### config.mk
export PLATFORM = sky130hd
export DESIGN_NAME = wb_queue
export DESIGN_NICKNAME = d
export VERILOG_FILES = /design/src/rtl/cpu_pkg.sv /design/src/rtl/wb_fifo.sv /design/src/rtl/wb_queue.sv
export SDC_FILE = /design/constraint.sdc
export NUM_CORES = 1
export LEC_CHECK = 0
export ABC_AREA = 1
export BUFFER_PORTS_ARGS = -buffer_cell sky130_fd_sc_hd__buf_2
export CAP_MARGIN = 40
export CORE_UTILIZATION = 35
export DETAILED_ROUTE_END_ITERATION = 8
export GPL_TIMING_DRIVEN = 0
export SYNTH_ARGS = -nofsm -noshare
export SYNTH_HDL_FRONTEND = slang
export SYNTH_SLANG_ARGS = --single-unit
### constraint.sdc
create_clock -name clk -period 2.06 [get_ports clk]
set_input_delay 0.515 -clock clk [delete_from_list [all_inputs] [get_ports clk]]
set_output_delay 0.515 -clock clk [all_outputs]
set_load 0.03 [all_outputs]
### src/rtl/cpu_pkg.sv
// Shared CPU types for the writeback path: register/data widths and the
// result-queue entry layout.
package cpu_pkg;

  localparam int REG_AW   = 5;
  localparam int DATA_W   = 32;
  localparam int NUM_REGS = 32;

  localparam logic [REG_AW-1:0] ZERO_REG = 5'd0;

  typedef struct packed {
    logic              kill;
    logic [REG_AW-1:0] addr;
    logic [DATA_W-1:0] data;
  } wb_entry_t;

endpackage

### src/rtl/wb_fifo.sv
// Long-latency result queue: storage, wrapping pointers and occupancy count,
// with an in-place kill of entries matching a given destination register.
module wb_fifo
  import cpu_pkg::*;
#(
  parameter int DEPTH = 4
) (
  input  logic              clk,
  input  logic              rst_n,
  input  logic              flush,
  input  logic              push,
  input  wb_entry_t         push_entry,
  input  logic              pop,
  input  logic              kill_en,
  input  logic [REG_AW-1:0] kill_addr,
  output wb_entry_t         head,
  output logic              full,
  output logic              empty
);

  localparam int AW = $clog2(DEPTH);
  localparam logic [AW:0] FULL_CNT = (AW+1)'(DEPTH);

  wb_entry_t     mem_q [DEPTH];
  wb_entry_t     mem_d [DEPTH];
  logic [AW-1:0] wr_ptr_q, wr_ptr_d;
  logic [AW-1:0] rd_ptr_q, rd_ptr_d;
  logic [AW:0]   count_q, count_d;

  always_comb begin
    mem_d    = mem_q;
    wr_ptr_d = wr_ptr_q;
    rd_ptr_d = rd_ptr_q;
    count_d  = count_q;
    if (flush) begin
      wr_ptr_d = '0;
      rd_ptr_d = '0;
      count_d  = '0;
    end else begin
      // Only one live entry per register can exist, so marking every match
      // (stale slots included) is safe; a push overwrites its slot afterwards.
      if (kill_en) begin
        for (int i = 0; i < DEPTH; i++) begin
          if (mem_q[i].addr == kill_addr) begin
            mem_d[i].kill = 1'b1;
          end else begin
            mem_d[i].kill = mem_q[i].kill;
          end
        end
      end else begin
        mem_d = mem_q;
      end
      if (push) begin
        mem_d[wr_ptr_q] = push_entry;
        wr_ptr_d        = wr_ptr_q + 1'b1;
      end else begin
        wr_ptr_d = wr_ptr_q;
      end
      if (pop) begin
        rd_ptr_d = rd_ptr_q + 1'b1;
      end else begin
        rd_ptr_d = rd_ptr_q;
      end
      case ({push, pop})
        2'b10:   count_d = count_q + 1'b1;
        2'b01:   count_d = count_q - 1'b1;
        default: count_d = count_q;
      endcase
    end
  end

  always_ff @(posedge clk or negedge rst_n) begin
    if (!rst_n) begin
      for (int i = 0; i < DEPTH; i++) begin
        mem_q[i] <= '0;
      end
      wr_ptr_q <= '0;
      rd_ptr_q <= '0;
      count_q  <= '0;
    end else begin
      mem_q    <= mem_d;
      wr_ptr_q <= wr_ptr_d;
      rd_ptr_q <= rd_ptr_d;
      count_q  <= count_d;
    end
  end

  assign head  = mem_q[rd_ptr_q];
  assign full  = (count_q == FULL_CNT);
  assign empty = (count_q == '0);

endmodule

### src/rtl/wb_queue.sv
// Writeback arbiter: ALU results win, queued MDU results drain in FIFO order.
// Define WB_QUEUE_BYPASS_EN to let an MDU result skip the empty queue.
module wb_queue
  import cpu_pkg::*;
#(
  parameter int DEPTH = 4
) (
  input  logic                clk,
  input  logic                rst_n,
  input  logic                alu_valid,
  input  logic [REG_AW-1:0]   alu_addr,
  input  logic [DATA_W-1:0]   alu_data,
  input  logic                mdu_valid,
  output logic                mdu_ready,
  input  logic [REG_AW-1:0]   mdu_addr,
  input  logic [DATA_W-1:0]   mdu_data,
  input  logic                flush,
  output logic                Reg_w,
  output logic [REG_AW-1:0]   Rd_addr,
  output logic [DATA_W-1:0]   Rd_data,
  output logic [NUM_REGS-1:0] pending
);

  wb_entry_t head, push_entry;
  logic      full, empty, push, pop, issue, kill, alu_wr, xfer, bypass;

  logic                ready_en_q, ready_en_d;
  logic                reg_w_q, reg_w_d;
  logic [REG_AW-1:0]   rd_addr_q, rd_addr_d;
  logic [DATA_W-1:0]   rd_data_q, rd_data_d;
  logic [NUM_REGS-1:0] pending_q, pending_d;

  wb_fifo #(.DEPTH(DEPTH)) u_fifo (
    .clk        (clk),
    .rst_n      (rst_n),
    .flush      (flush),
    .push       (push),
    .push_entry (push_entry),
    .pop        (pop),
    .kill_en    (kill),
    .kill_addr  (alu_addr),
    .head       (head),
    .full       (full),
    .empty      (empty)
  );

  // Ready only looks at registered state, so a pop frees space a cycle later.
  always_comb begin
    ready_en_d = 1'b1;
    mdu_ready  = ready_en_q && !full && !pending_q[mdu_addr] && !flush;
    xfer       = mdu_valid && mdu_ready;
    alu_wr     = alu_valid && (alu_addr != ZERO_REG);
    kill       = alu_wr && pending_q[alu_addr];
    pop        = !alu_valid && !empty && !flush;
    issue      = pop && !head.kill;
`ifdef WB_QUEUE_BYPASS_EN
    bypass     = xfer && empty && !alu_valid && !flush;
`else
    bypass     = 1'b0;
`endif
    push       = xfer && (mdu_addr != ZERO_REG) && !bypass;
    push_entry = '{kill: 1'b0, addr: mdu_addr, data: mdu_data};
  end

  always_comb begin
    reg_w_d   = 1'b0;
    rd_addr_d = rd_addr_q;
    rd_data_d = rd_data_q;
    if (alu_wr) begin
      reg_w_d   = 1'b1;
      rd_addr_d = alu_addr;
      rd_data_d = alu_data;
    end else if (issue) begin
      reg_w_d   = 1'b1;
      rd_addr_d = head.addr;
      rd_data_d = head.data;
    end else if (bypass && (mdu_addr != ZERO_REG)) begin
      reg_w_d   = 1'b1;
      rd_addr_d = mdu_addr;
      rd_data_d = mdu_data;
    end else begin
      reg_w_d = 1'b0;
    end
  end

  // Push, kill and issue always name different registers in one cycle.
  always_comb begin
    pending_d = pending_q;
    if (flush) begin
      pending_d = '0;
    end else begin
      if (push) pending_d[mdu_addr] = 1'b1;
      else      pending_d = pending_d;
      if (kill) pending_d[alu_addr] = 1'b0;
      else      pending_d = pending_d;
      if (issue) pending_d[head.addr] = 1'b0;
      else       pending_d = pending_d;
    end
  end

  always_ff @(posedge clk or negedge rst_n) begin
    if (!rst_n) begin
      ready_en_q <= 1'b0;
      reg_w_q    <= 1'b0;
      rd_addr_q  <= '0;
      rd_data_q  <= '0;
      pending_q  <= '0;
    end else begin
      ready_en_q <= ready_en_d;
      reg_w_q    <= reg_w_d;
      rd_addr_q  <= rd_addr_d;
      rd_data_q  <= rd_data_d;
      pending_q  <= pending_d;
    end
  end

  assign Reg_w   = reg_w_q;
  assign Rd_addr = rd_addr_q;
  assign Rd_data = rd_data_q;
  assign pending = pending_q;

endmodule

=== Word-level counts from Yosys, hierarchy flattened ===
Cells that the tools add are included.

* Add/subtract/negate cells: 4
* $lt $le $gt $ge: 9
* Equality and inequality tests: 7
* Multiplexer cells: 51
* Bitwise operators: 7
* Reductions and logical operators: 27

{| class="wikitable"
|+ Operator list
! kind !! count
|-
| $mux 32 || 8
|-
| $bwmux 152 || 1
|-
| $mux 152 || 1
|-
| $mux 37 || 4
|-
| $mux 38 || 3
|-
| $bmux 38 s2 || 1
|-
| $demux 38 s2 || 1
|-
| $and 32x32->32 || 2
|-
| $not 32->32 || 2
|-
| $or 32x32->32 || 1
|-
| $eq 5x5->1 || 4
|-
| $mux 1 || 19
|-
| $lt 5x6->1 const B || 3
|-
| $demux 1 s5 || 3
|-
| $ge 5x1->1 const B || 3
|-
| $logic_and 1x1->1 || 14
|-
| $bmux 1 s5 || 2
|-
| $mux 5 || 2
|-
| $reduce_bool 5->1 || 2
|-
| $mux 2 || 4
|-
| $ge 3x3->1 const B || 2
|-
| $logic_not 1->1 || 6
|-
| $not 2->3 || 2
|-
| $pmux 3 s2 || 1
|-
| other kinds (11) || 14
|}

* Register bits after elaboration: 230
* Input port bits: 79
* Output and inout port bits: 71
* Logic and storage cells: 125

=== Logic depth before layout (Yosys ltp) ===
Gate-level depths: netlist of run 1.

* Depth in word-level cells: 15
* Depth in mapped cells: 20
* Gate-level depth less buffers: 18

=== Modules after synthesis ===
From an unflattened synthesis of run 1, not the netlist that was laid out.

* Cell total of the unflattened synthesis: 1625
* Area, all modules: 12177.9 um^2

{| class="wikitable"
|+ By module, submodules not included
! module !! times used !! cells an instance !! area an instance (um^2) !! sequential area each (um^2)
|-
| wb_fifo || 1 || 896 || 7470.9 || 3978.8
|-
| wb_queue || 1 || 729 || 4707.0 || 1776.7
|}

=== Worst setup path after synthesis of run 1 ===
Ideal clock, no wire load.

* Path kind: input-to-reg
* From: in mdu_addr[0]
* To: reg u_fifo.count_q[2]
* Library setup time: 0.118 ns
* Arrival: 2.316 ns
* Data required time: 1.942 ns
* Slack: -0.374 ns
* Stages: 19
* Path buffers: 2
* Cell sequence: buf_6 > buf_2 > nand2_1 > nand2_1 > nand2_1 > nand2_1 > nand2_1 > nand2_1 > nor2_1 > nand3_2 > nor2_4 > nand2_4 > nand2_1 > inv_1 > fa_1 > inv_1 > nand3_1 > nand3_1 > nand2_1

* Longest elaborated chain between the ends: 10
* Elaborated cells between the ends (all ways): 13
* Classes of those cells: eq/ne (2); mux (4); reduce/logical (7)

{| class="wikitable"
|+ Ends and longest elaborated chain
! what !! RTL line !! RTL
|-
| start: declaration || wb_queue.sv:15 || <nowiki>input logic [REG_AW-1:0] mdu_addr,</nowiki>
|-
| $bmux 1 s5 || wb_queue.sv:50 || <nowiki>mdu_ready = ready_en_q && !full && !pending_q[mdu_addr] && !flush;</nowiki>
|-
| $mux 1 (not written as such) || wb_queue.sv:50 ||
|-
| $logic_not 1->1 || wb_queue.sv:50 ||
|-
| $logic_and 1x1->1 (2 in series) || wb_queue.sv:50 ||
|-
| $logic_and 1x1->1 || wb_queue.sv:51 || <nowiki>xfer = mdu_valid && mdu_ready;</nowiki>
|-
| $logic_and 1x1->1 * || wb_queue.sv:61 || <nowiki>push = xfer && (mdu_addr != ZERO_REG) && !bypass;</nowiki>
|-
| $eq 2x1->1 / $eq 2x2->1 (equally long branches) || wb_fifo.sv:64 || <nowiki>case ({push, pop})</nowiki>
|-
| $pmux 3 s2 || wb_fifo.sv:64 ||
|-
| $mux 3 || wb_fifo.sv:35 || <nowiki>if (flush) begin</nowiki>
|-
| end signal: assignment || wb_fifo.sv:84 || <nowiki>count_q <= count_d;</nowiki>
|-
| end: declaration || wb_fifo.sv:28 || <nowiki>logic [AW:0] count_q, count_d;</nowiki>
|}

Every way passes the cells marked *; elsewhere a longest branch is shown, timed or not. The select of a mux whose other input is x is not followed.
A chain may end at the register's enable or synchronous reset.

=== Final worst setup path of run 1 ===
* From: in mdu_addr[1]
* To: out mdu_ready

* Longest elaborated chain between the ends: 5

{| class="wikitable"
|+ Ends and longest elaborated chain
! what !! RTL line !! RTL
|-
| $bmux 1 s5 || wb_queue.sv:50 ||
|-
| $mux 1 (not written as such) || wb_queue.sv:50 ||
|-
| $logic_not 1->1 || wb_queue.sv:50 ||
|-
| $logic_and 1x1->1 (2 in series) || wb_queue.sv:50 ||
|-
| end: declaration || wb_queue.sv:14 || <nowiki>output logic mdu_ready,</nowiki>
|}

Every way passes these cells. The select of a mux whose other input is x is not followed.

==> results of run 1 <==
[where the power goes]
| group | total (W) | switching, W | leakage [nW] | internal (W) |
|---|---|---|---|---|
| Clock | 0.00488 | 0.00195 | 0.434 | 0.00292 |
| Combinational | 0.00516 | 0.00287 | 4.47 | 0.00229 |
| Sequential | 0.00705 | 0.00119 | 2.97 | 0.00585 |
[logic make-up after synthesis]
family | Yosys count | share of synthesized area
AND/OR/NAND/NOR | 614 | 0.211
AO/OA/AOI/OAI | 406 | 0.194
adder cells (fa/ha/maj) | 5 | 0.00610
other | 1 | 0.000326
buffers and inverters | 178 | 0.0763
flip-flops | 230 | 0.501
XOR/XNOR | 15 | 0.0114
[metal layers]
metal,vias up,share of wire,GRT usage
met5,-,0.00019,0
met1,5746,0.41,0.326
li1,5363,-,-
met3,96,0.077,0.0326
met2,537,0.48,0.391
met4,2,0.029,0.0773
[flip-flops by register name, indices dropped and copies added (netlist names)]
signal,count
u_fifo.mem_q,152
Rd_data,32
pending,32
Rd_addr,5
u_fifo.count_q,3
u_fifo.rd_ptr_q,2
u_fifo.wr_ptr_q,2
Reg_w,1
ready_en_q,1
[worst max-delay path, cell delays in order]
cell and delay (ns):
buf_2 0.10, buf_4 0.18, nor2_4 0.36, nand2_1 0.10, nand2_1 0.08, nor2_1 0.04
nor2_1 0.13, nor2_2 0.06, nand3_2 0.11, inv_2 0.04, buf_6 0.13
[synth_stat cells (10+ instances only)]
master	instances	area, µm²
nor3_1	21	105
a31oi_1	59	369
o22ai_1	34	213
nand3_1	25	125
o21ai_0	135	676
a22oi_1	16	120
o21ai_1	94	470
clkbuf_1	44	165
dfrtp_1	230	5760
xor2_1	10	87.6
inv_1	82	308
buf_2	18	90.1
buf_6	22	248
a21oi_1	56	280
nand2_1	391	1470
nor2_1	159	597
[repair_timing]
| item | CTS | global route |
|---|---|---|
| gates cloned | 5 | 20 |
| endpoints found under the setup margin | 230 | 226 |
| gates resized for setup | 152 | 466 |
| pin swaps | 25 | 32 |
| setup buffers | 37 | 18 |
[through the flow]
step / hold WS, ns / utilization
final: 0.0176 / 0.525
after floorplan: 0.219 / -
after global routing: 0.0826 / 0.525
after CTS: 0.0827 / 0.463
after global placement: 0.460 / 0.402
after detailed placement: 0.469 / 0.403
[path summary, 6_finish.rpt]
kind / start / to / slack (ns) / cells after the start
setup reg to reg: pending[7] / u_fifo.count_q[2] / -0.27 / 18
max in group asynchronous: rst_n / pending[12] / 0.92 / 2
setup / recovery: mdu_addr[1] / mdu_ready / -0.30 / 11
hold / removal: rst_n / u_fifo.mem_q[131] / 0.02 / 1
min in group clk: alu_data[26] / Rd_data[26] / 0.22 / 3
hold reg to reg: u_fifo.mem_q[81] / u_fifo.mem_q[81] / 0.49 / 2
[final cells by class]
cell class / instances / share of cell area
timing repair buffer: 224 / 0.114
sequential: 230 / 0.343
tap: 435 / 0.0325
buffer: 88 / 0.0558
clock buffer: 40 / 0.0455
multi-input combinational: 1041 / 0.379
clock inverter: 8 / 0.00768
inverter: 88 / 0.0221
antenna: 1 / 0.000149
==> results.py, run 1 <==
metrics = {
    "detailed_routing": {
        "routedWlPerCell_um": 20.0,
        "vias": 11700,
        "dr.pass1.iters": 7,
        "vias_per_cell": 5.45,
        "wl_mm": 43.0,
        "drc": 0,
        "drt_iter0_drc": 1039,
        "drt.antenna.violating_nets": 0,
    },
    "final_layout": {
        "mostFrequentLayoutCell": "nand2_1",
        "nets": 1783,
        "fin_cells": 2155,
        "final_cell_mix": "nand2_1 (231), dfrtp_1 (229), buf_2 (147)",
        "fill_cells": 2890,
        "drive_gt1_frac": 0.387,
        "seqCellArea_um2": 5760,
        "syn_to_final_growth_pct": 45.9,
        "stdcell_area_um2": 16800,
        "multi_input_area_um2": 6360,
    },
    "yosys": {
        "syn-num-nets": 1533,
        "syn_inst": 1449,
        "synth_warnings": 0,
        "synth_edf_count": 0,
        "synthFlopType": "dfrtp_1",
        "ys_seq_elements": 230,
        "synth_seq_area_share": 0.501,
        "syn_avg_cell_area_um2": 7.93,
        "syn-cell-area_um2": 11500,
        "synth_cell_type_count": 39,
        "async_flop_share": 1.00,
    },
    "outcome": {
        "status": "finished, violations left",
        "violations": "setup timing",
    },
    "power": {
        "peakVddDrop_uv": 636,
        "leakage_nw": 7.87,
        "total_power_w": 0.0171,
        "power.density_nw_per_um2": 1020,
    },
    "floorplanning": {
        "fp.dieW_um": 183,
        "pin_count": 150,
        "coreArea_um2": 32000,
        "rows": 65,
        "die_y_um": 183,
        "die_area_um2": 33600,
        "initial_core_util": 0.360,
    },
    "place": {
        "place_inst": 2029,
        "portBuffers": 143,
        "place_congestion": 0.903,
        "dpl.hpwl_mm": 26.4,
        "placed_area_um2": 12900,
        "dp_slack_ns": -1.18,
    },
    "critical_path": {
        "worstPathRequired_ns": 1.54,
        "crit_fanout": 10,
        "crit_arrival_ns": 1.84,
        "path_class": "in -> out",
        "cp-start-kind": "input pin",
        "cp-end-kind": "output port",
    },
    "grt": {
        "grt_util_all_layers": 0.239,
        "grt_max_degree": 119,
        "grt_antenna_before_repair": 2,
        "grt_pass1_wl_mm": 62.4,
        "grt_pass1_vias": 11000,
        "grt_overflow": 0,
    },
    "run": {
        "cap_violations": 0,
    },
    "timing": {
        "hold_viol": 0,
        "fin_setup_tns_ns": -26.21,
        "worst_slack_ns": -0.295,
        "worst_pin_slew_ns": 0.999,
        "drv_slew": 0,
        "fmax_mhz": 425,
        "fin_crit_ns": 2.36,
        "finalCritPeriodShare": 1.14,
        "setup_violations": 181,
        "rsz0062_at_grt": "yes",
        "fin_skew_ns": 0.0204,
        "slew_headroom": 0.331,
    },
    "cts": {
        "clock_latency_ns": 0.55,
        "cts_inserted_buffers": 26,
        "clk_pin_slew_worst_paths_ns": 0.06,
        "cts_hold_buffers": 0,
        "tritoncts": "built",
        "cts.sinks": 230,
        "root_buffer": "clkbuf_16",
        "htree_levels": 1,
        "clockBufferDepth": 3,
    },
    "min_path": {
        "hold_class": "in -> async",
    },
}
No activity file was read; power rests on OpenSTA's default activity.
==> inputs of run 2 (changes only) <==
- CTS_BUF_LIST: not set -> sky130_fd_sc_hd__clkbuf_2 sky130_fd_sc_hd__clkbuf_4 sky130_fd_sc_hd__clkbuf_8
==> results.py, run 2 (synthesis results as in run 1) <==
metrics = {
    "detailed_routing": {
        "drc": 0,
        "dr.pass1.iters": 6,
        "routedWlPerCell_um": 19.6,
        "drt_iter0_drc": 1049,
        "vias": 11700,
        "drt.antenna.violating_nets": 0,
        "vias_per_cell": 5.40,
        "wl_mm": 42.6,
    },
    "timing": {
        "fmax_mhz": 421,
        "drv_slew": 0,
        "finalCritPeriodShare": 1.15,
        "worst_pin_slew_ns": 0.950,
        "hold_viol": 0,
        "rsz0062_at_grt": "yes",
        "worst_slack_ns": -0.314,
        "fin_setup_tns_ns": -27.35,
        "hold_ws_ns": 0.00807,
        "slew_headroom": 0.365,
        "setup_violations": 175,
        "fin_skew_ns": 0.0186,
        "fin_crit_ns": 2.37,
    },
    "final_layout": {
        "largest_reg_flops": 152,
        "syn_to_final_growth_pct": 44.0,
        "final_cell_mix": "nand2_1 (235), dfrtp_1 (229), nor2_1 (146)",
        "stdcell_area_um2": 16500,
        "postLayoutCoreUtil": 0.518,
        "mostFrequentLayoutCell": "nand2_1",
        "drive_gt1_frac": 0.396,
        "regMostFlops": "u_fifo.mem_q",
        "nets": 1792,
    },
    "cts": {
        "htree_levels": 2,
        "clock_latency_ns": 0.56,
        "tritoncts": "built",
        "cts_inserted_buffers": 41,
        "clockBufferDepth": 3,
        "cts.sinks": 230,
        "root_buffer": "clkbuf_8",
        "clk_pin_slew_worst_paths_ns": 0.06,
    },
    "critical_path": {
        "cpPeakStageDelay_ns": 0.28,
        "endpoint": "mdu_ready",
        "timing.rr.end": "u_fifo.count_q[2]",
        "r2r_slack_ns": -0.26,
        "crit_top_cell": "nand2_2",
        "worstPathRequired_ns": 1.54,
        "path_class": "in -> out",
        "crit_arrival_ns": 1.86,
        "cp-end-kind": "output port",
        "r2r_start": "pending[6]",
        "crit_fanout": 5,
        "slowest_stage": "nor3_4",
        "cp-start-kind": "input pin",
        "reg2reg_depth": 18,
        "worstSetupStartpoint": "mdu_addr[2]",
        "worstPathCellList": "buf_2 > clkinvlp_4 > buf_4 > nor3_4 > nand2_2 > nand2_2 > nor2_2 > nand3_2 > inv_2 > buf_6",
    },
    "grt": {
        "grt_pass1_wl_mm": 62.3,
        "met2_usage": 0.388,
        "grt_use_met1": 0.320,
        "grt_antenna_before_repair": 2,
        "grt-busiest-layer": "met2",
        "grt_max_degree": 119,
        "gr-usage-met3": 0.0415,
        "grt_pass1_vias": 11200,
        "grt_overflow": 0,
        "grt_util_all_layers": 0.239,
    },
    "floorplanning": {
        "die_area_um2": 33600,
        "rows": 65,
        "die_y_um": 183,
        "initial_core_util": 0.360,
        "fp.dieW_um": 183,
        "coreArea_um2": 32000,
        "pin_count": 150,
    },
    "power": {
        "peakVddDrop_uv": 523,
        "power.density_nw_per_um2": 995,
        "leakage_nw": 7.80,
        "total_power_w": 0.0165,
    },
    "run": {
        "cap_violations": 0,
    },
    "min_path": {
        "hold_class": "in -> async",
    },
    "place": {
        "place_congestion": 0.903,
        "dpl.hpwl_mm": 26.4,
        "placed_area_um2": 12900,
        "portBuffers": 143,
    },
    "outcome": {
        "violations": "setup timing",
        "status": "finished, violations left",
    },
}
[run 2: cell types whose count changed in the layout (fill, tap and decap cells not counted), moves of 7 or more]
cell / previous run / this run
clkbuf_8: 7 / 48
clkbuf_16: 46 / 18
clkbuf_4: 6 / 26
clkbuf_1: 19 / 9
buf_4: 55 / 47
nand2_4: 71 / 64
[run 2: metal layers]
metal | wire length (µm) | up-vias
met5 | 8 | -
met1 | 18100 | 5740
met2 | 20500 | 509
li1 | - | 5379
met3 | 2850 | 81
met4 | 1070 | 2
[run 2: power by group]
group,switching [W],total (W),leakage [nW],internal [W]
registers,0.00116,0.00701,2.97,0.00586
clock network,0.00191,0.00436,0.427,0.00244
logic,0.00284,0.00510,4.40,0.00226
total,0.00591,0.0165,7.80,0.0106
[run 2: cell type report]
class	instances	area, µm²
fillers	2957	15400
multi-input cells	1041	6330
well taps	435	544
inverters	88	370
clock buffers	61	752
plain buffers	89	945
flip-flops and latches	230	5760
repair buffers	217	1780
diodes	1	2.50
clock inverters	5	61.3
[run 2: worst min path at each step]
stage	slack, ns	from	cells past startpoint	endpoint
global route	0.09	rst_n	1	u_fifo.mem_q[21]
detailed placement	0.47	u_fifo.mem_q[76]	2	u_fifo.mem_q[76]
floorplan	0.22	rst_n	0	Rd_addr[0]
global placement	0.46	u_fifo.mem_q[67]	2	u_fifo.mem_q[67]
finish	0.008	rst_n	1	u_fifo.mem_q[131]
CTS	0.06	rst_n	1	Rd_data[22]
[run 2: per-stage QoR]
step / std cells / setup slack (ns)
final: 2167 / -0.314
after global routing: 2167 / -0.394
after CTS: 2136 / -0.226
after detailed placement: 2029 / -1.18
after global placement: 2027 / -3.74
after floorplan: 1449 / -0.291
[run 2: repair_timing]
action                                 CTS  global route
buffers inserted                        38            13
hold buffers                             0             0
setup endpoints to repair              230           222
pin swaps                               21            30
gates cloned                             4            18
endpoints found under the hold margin    0             0
gates resized for setup                147           443
[run 2: critical path: cells and delay by family]
kind	cells	cell delay (ns)
AND/OR/NAND/NOR	5	0.66
buffers and inverters	5	0.67
